$ cat src/rtl/usr_pkg.sv
// Shared definitions for the universal shift register with burst engine:
// operation encodings and FSM state type.
package usr_pkg;

    localparam logic [2:0] OP_HOLD = 3'd0;
    localparam logic [2:0] OP_SHR  = 3'd1;
    localparam logic [2:0] OP_SHL  = 3'd2;
    localparam logic [2:0] OP_LOAD = 3'd3;
    localparam logic [2:0] OP_ROR  = 3'd4;
    localparam logic [2:0] OP_ROL  = 3'd5;
    localparam logic [2:0] OP_ASR  = 3'd6;
    localparam logic [2:0] OP_CLR  = 3'd7;

    typedef enum logic [0:0] {
        ST_IDLE = 1'b0,
        ST_RUN  = 1'b1
    } usr_state_t;

    // Non-shifting ops perform exactly one step regardless of requested count.
    function automatic logic is_single_shot(input logic [2:0] op);
        return (op == OP_HOLD) || (op == OP_LOAD) || (op == OP_CLR);
    endfunction

endpackage

$ cat src/rtl/usr_step_logic.sv
// One-step next-value and next-serial-out computation, shared by the
// single-step and burst paths of the universal shift register.
module usr_step_logic
    import usr_pkg::*;
#(
    parameter int WIDTH = 8
) (
    input  logic [2:0]       op,
    input  logic [WIDTH-1:0] cur,
    input  logic [WIDTH-1:0] parin,
    input  logic             sin_l,
    input  logic             sin_r,
    output logic [WIDTH-1:0] nxt,
    output logic             nxt_sout,
    output logic             sout_upd
);

    // Next register value and shifted-out bit for the selected op.
    always_comb begin
        nxt      = cur;
        nxt_sout = 1'b0;
        sout_upd = 1'b0;
        case (op)
            OP_HOLD: begin
                nxt = cur;
            end
            OP_SHR: begin
                nxt      = {sin_l, cur[WIDTH-1:1]};
                nxt_sout = cur[0];
                sout_upd = 1'b1;
            end
            OP_SHL: begin
                nxt      = {cur[WIDTH-2:0], sin_r};
                nxt_sout = cur[WIDTH-1];
                sout_upd = 1'b1;
            end
            OP_LOAD: begin
                nxt = parin;
            end
            OP_ROR: begin
                nxt      = {cur[0], cur[WIDTH-1:1]};
                nxt_sout = cur[0];
                sout_upd = 1'b1;
            end
            OP_ROL: begin
                nxt      = {cur[WIDTH-2:0], cur[WIDTH-1]};
                nxt_sout = cur[WIDTH-1];
                sout_upd = 1'b1;
            end
            OP_ASR: begin
                nxt      = {cur[WIDTH-1], cur[WIDTH-1:1]};
                nxt_sout = cur[0];
                sout_upd = 1'b1;
            end
            OP_CLR: begin
                nxt = {WIDTH{1'b0}};
            end
            default: begin
                nxt = cur;
            end
        endcase
    end

endmodule

$ cat src/rtl/univ_shift_reg_burst.sv
// Parametrised universal shift register with serial I/O and a burst engine
// that repeats one op for a programmed number of steps.
module univ_shift_reg_burst
    import usr_pkg::*;
#(
    parameter int WIDTH = 8,
    parameter int CNT_W = 4
) (
    input  logic             clk,
    input  logic             clr_n,
    input  logic             en,
    input  logic             start,
    input  logic [2:0]       op,
    input  logic [CNT_W-1:0] amt,
    input  logic [WIDTH-1:0] parin,
    input  logic             sin_l,
    input  logic             sin_r,
    output logic [WIDTH-1:0] out,
    output logic             sout,
    output logic             busy,
    output logic             done
);

    localparam logic [CNT_W-1:0] CNT_ONE  = {{(CNT_W-1){1'b0}}, 1'b1};
    localparam logic [CNT_W-1:0] CNT_ZERO = {CNT_W{1'b0}};

    usr_state_t       r_state;
    logic [2:0]       r_op_q;
    logic [CNT_W-1:0] r_count;
    logic [WIDTH-1:0] r_out;
    logic             r_sout;
    logic             r_busy;
    logic             r_done;

    logic [2:0]       w_step_op;
    logic [WIDTH-1:0] w_nxt;
    logic             w_nxt_sout;
    logic             w_sout_upd;
    logic [CNT_W-1:0] w_start_cnt;

    // In a burst the latched op drives the datapath; otherwise the live op.
    always_comb begin
        if (r_state == ST_RUN) begin
            w_step_op = r_op_q;
        end else begin
            w_step_op = op;
        end
        if (is_single_shot(op)) begin
            w_start_cnt = CNT_ONE;
        end else begin
            w_start_cnt = amt;
        end
    end

    usr_step_logic #(.WIDTH(WIDTH)) u_step (
        .op       (w_step_op),
        .cur      (r_out),
        .parin    (parin),
        .sin_l    (sin_l),
        .sin_r    (sin_r),
        .nxt      (w_nxt),
        .nxt_sout (w_nxt_sout),
        .sout_upd (w_sout_upd)
    );

    // Burst FSM, step counter, data and status registers.
    always_ff @(posedge clk or negedge clr_n) begin
        if (!clr_n) begin
            r_state <= ST_IDLE;
            r_op_q  <= OP_HOLD;
            r_count <= CNT_ZERO;
            r_out   <= {WIDTH{1'b0}};
            r_sout  <= 1'b0;
            r_busy  <= 1'b0;
            r_done  <= 1'b0;
        end else begin
            r_done <= 1'b0;
            case (r_state)
                ST_IDLE: begin
                    if (start) begin
                        r_op_q  <= op;
                        r_count <= w_start_cnt;
                        if (w_start_cnt == CNT_ZERO) begin
                            r_done <= 1'b1;
                        end else begin
                            r_state <= ST_RUN;
                            r_busy  <= 1'b1;
                        end
                    end else if (en) begin
                        r_out <= w_nxt;
                        if (w_sout_upd) begin
                            r_sout <= w_nxt_sout;
                        end else begin
                            r_sout <= r_sout;
                        end
                    end else begin
                        r_out <= r_out;
                    end
                end
                ST_RUN: begin
                    r_out   <= w_nxt;
                    r_count <= r_count - CNT_ONE;
                    if (w_sout_upd) begin
                        r_sout <= w_nxt_sout;
                    end else begin
                        r_sout <= r_sout;
                    end
                    if (r_count == CNT_ONE) begin
                        r_state <= ST_IDLE;
                        r_busy  <= 1'b0;
                        r_done  <= 1'b1;
                    end else begin
                        r_state <= ST_RUN;
                    end
                end
                default: begin
                    r_state <= ST_IDLE;
                    r_busy  <= 1'b0;
                end
            endcase
        end
    end

    assign out  = r_out;
    assign sout = r_sout;
    assign busy = r_busy;
    assign done = r_done;

endmodule

$ cat config.mk
export PLATFORM = sky130hd
export DESIGN_NAME = univ_shift_reg_burst
export DESIGN_NICKNAME = d
export VERILOG_FILES = /design/src/rtl/usr_pkg.sv /design/src/rtl/usr_step_logic.sv /design/src/rtl/univ_shift_reg_burst.sv
export SDC_FILE = /design/constraint.sdc
export NUM_CORES = 1
export LEC_CHECK = 0
export ABC_AREA = 0
export CAP_MARGIN = 25
export CORE_MARGIN = 5
export CORE_UTILIZATION = 30
export DETAILED_ROUTE_END_ITERATION = 16
export GPL_TIMING_DRIVEN = 0
export SLEW_MARGIN = 25
export SYNTH_ARGS = -nofsm -noshare
export SYNTH_HDL_FRONTEND = slang
export SYNTH_SLANG_ARGS = --single-unit
$ cat constraint.sdc
create_clock -name clk -period 2 [get_ports clk]
set_clock_uncertainty 0.15 [all_clocks]
set_input_delay 0.4 -clock clk [delete_from_list [all_inputs] [get_ports clk]]
set_output_delay 0.4 -clock clk [all_outputs]
set_load 0.005 [all_outputs]
==> impl_metrics.env <==
export IMPL_finalNonFillerCells=198
export IMPL_reg2reg_from="r_state$_DFF_PN0_"
export IMPL_core_area_mm2=0.003633
export IMPL_ys_seq_area_share_pct=42.70
export IMPL_cts_buffers=3
export IMPL_hold_path_class="input pin to register"
export IMPL_crit_fanout=4
export IMPL_start_util_pct=30.65
export IMPL_fp_row_count=22
export IMPL_diodes=0
export IMPL_place_area_mm2=0.001484
export IMPL_overflow=0
export IMPL_ys_warnings_count=0
export IMPL_dp_hpwl_um=2188
export IMPL_gp_congestion=0.8046
export IMPL_crit_buf_inv=3
export IMPL_die_x_um=70.93
export IMPL_worstPathRequired_ns=2.00
export IMPL_cts_sinks=19
export IMPL_final_cell_area_mm2=0.001588
export IMPL_cts_root_buf="clkbuf_8"
export IMPL_synth_cell_types=31
export IMPL_async_flop_share_pct=100.0
export IMPL_synth_edf_count=0
export IMPL_r2r_cells=6
export IMPL_r2r_slack_ns=0.11
export IMPL_synth_seq_cells=19
export IMPL_grt_antenna_before_repair=0
export IMPL_ant_nets=0
export IMPL_worst_hold_path_endpoint="r_op_q[0]$_DFFE_PN0P_"
export IMPL_grt_max_degree=20
export IMPL_max_cap_viol_count=0
export IMPL_max_stage_delay_ns=0.56
export IMPL_synth_area_leader_cell="dfrtp_1"
export IMPL_grt_pass1_wl_um=4892
export IMPL_hold_path_startpoint="op[0]"
export IMPL_finalCriticalPeriod_ns=1.949
export IMPL_portBuffers=31
export IMPL_cp_top_family="buffers and inverters"
export IMPL_timing_critical_path_cells="clkdlybuf4s50_1, mux2i_4, buf_4, buf_4, a211oi_1, a211oi_1, mux2_2"
export IMPL_finalHoldViolations=0
export IMPL_grt_pass1_vias=1031
export IMPL_tightest_slew_ns=0.8661
export IMPL_synth_top_area_share_pct=42.70
export IMPL_holdPathStages=2
export IMPL_min_period_over_period_pct=97.43
export IMPL_dieArea_mm2=0.005030
export IMPL_dp_cells=191
export IMPL_maxSlewHeadroom_pct=42.08
export IMPL_timing_fmax_ghz=0.5132
export IMPL_drc_errors=0
export IMPL_critPathSlowestCell="clkdlybuf4s50_1"
export IMPL_synthTopCellsByArea="dfrtp_1 43%, mux2_2 7.1%, nand2_1 6.4%"
export IMPL_synth_nets=135
export IMPL_drtIter0Drc=66
export IMPL_hold_slack_ns=0.3431
export IMPL_cp_arrival_ns=1.95
export IMPL_slew_viol_final=0
export IMPL_wl_um=3029
export IMPL_status="finished clean"
export IMPL_postSynthCellCount=112
export IMPL_nets=174
export IMPL_track_usage_pct=12.10
export IMPL_synth_common_cells="19 x dfrtp_1, 19 x nand2_1, 8 x o21ai_1"
export IMPL_drive_gt1_share_pct=15.33
export IMPL_drtPass1Iterations=5
export IMPL_p_leak_nw=0.6647
export IMPL_die_h_um=70.93
export IMPL_rr_endpoint="out[7]$_DFFE_PN0P_"
export IMPL_critPathKind="input pin to register"
export IMPL_h_tree_depth=1
export IMPL_crit_path_end_kind="register"
export IMPL_num_vias=1016
export IMPL_cp_start_kind="input pin"
export IMPL_clkLatencyLatePin_ns=0.26
export IMPL_cts_buffer_depth=2
export IMPL_finalSetupViolCount=0
export IMPL_max_vdd_ir_drop_uv=444.2
export IMPL_p_per_area_mw_per_mm2=1553
export IMPL_avgSynthCellArea_um2=9.943
export IMPL_tritoncts="yes"
export IMPL_clk_pin_slew_ns=0.07
export IMPL_viasPerCell=5.131
export IMPL_synthFlopType="dfrtp_1"
export IMPL_area_growth_syn_to_layout_pct=42.58
export IMPL_routedWlPerCell_um=15.30
export IMPL_netlist_area_mm2=0.001114
export IMPL_finalPower_w=0.002466
export IMPL_fin_setup_tns_ns=0
export IMPL_ios=32
## worst max-delay path by stage
stage | from | end | slack, ns | cells past startpoint
global placement | op[0] | out[0]$_DFFE_PN0P_ | -0.26 | 5
finish | op[2] | out[7]$_DFFE_PN0P_ | 0.05 | 7
global route | op[2] | out[7]$_DFFE_PN0P_ | -0.03 | 7
floorplan | r_state$_DFF_PN0_ | out[0]$_DFFE_PN0P_ | 0.23 | 5
CTS | op[0] | out[6]$_DFFE_PN0P_ | 0.001 | 6
detailed placement | op[0] | out[0]$_DFFE_PN0P_ | -0.28 | 5
## per-layer routing
layer	wire [um]	part of all wire, %	vias to the layer above	GRT usage [%]
met2	1475	49	30	18.85
met1	1363	45	487	16.10
met4	51	1.7	0	5.846
li1	-	-	495	-
met5	0	0	-	0
met3	139	4.6	4	2.273
## worst reg2reg max path, stage by stage, from the launching register on
cell and delay [ns]:
dfrtp_1 0.37, buf_6 0.14, mux2_4 0.32, buf_6 0.15, a211oi_1 0.30, a211oi_1 0.08, mux2_2 0.27
## state kept, by name, summed over array words and instances, names as in the netlist
signal,flops
done,1
busy,1
r_state,1
out,8
r_count,4
r_op_q,3
sout,1
## where the power goes
part,switching [W],internal (W)
Clock,0.000133,0.000142
Sequential,0.000156,0.000555
Combinational,0.000717,0.000762
Total,0.00101,0.00146
## timing repair
item	4_1_cts	5_1_grt
hold buffers	0	0
pin swaps	0	1
endpoints found under the hold margin	0	0
buffers inserted	0	3
gates cloned	0	0
resized for setup	1	6
endpoints found under the setup margin	1	9
## stage by stage
step	utilization (%)	setup slack [ns]
final	43.70	0.05133
after global placement	40.84	-0.2613
after CTS	42.18	0.001271
after floorplan	-	0.2278
after global routing	43.70	-0.03344
after detailed placement	40.84	-0.2793
## area by class of cell
class / count / area [um^2]
Buffer: 4 / 33.78
Clock buffer: 4 / 45.04
Timing Repair Buffer: 34 / 335.3
Sequential cell: 19 / 475.5
Inverter: 4 / 15.01
Tap cell: 48 / 60.06
Fill cell: 387 / 2046
Multi-Input combinational cell: 85 / 623.1
## placed cells by master (no fill, tap or decap), drive strengths merged
cell            n
o2bb2ai         2
buf             6
a21oi           6
a31oi           1
dlymetal6s2s    1
and3            3
clkdlybuf4s50  30
clkbuf          5
nand3           1
o21ai          11
dfrtp          19
and2            1
mux2            8
a222oi          6
nor2            4
nor3            2
nand2b          2
ha              2
mux2i           5
o22ai           2
inv             4
a32oi           1
xnor2           2
nand2          19
a21o            1
a211oi          5
nor4            1
## kinds of logic after synthesis
group,after synthesis,share of synthesized area (%)
AOI/OAI and AO/OA,35,21.69
xor gates and xnor gates,2,1.573
adders and majority gates,2,2.247
buffers and inverters,8,4.381
DFF,19,42.70
muxes,13,14.38
and+or+nand+nor,33,13.03
No activity file was read; power rests on OpenSTA's default activity.
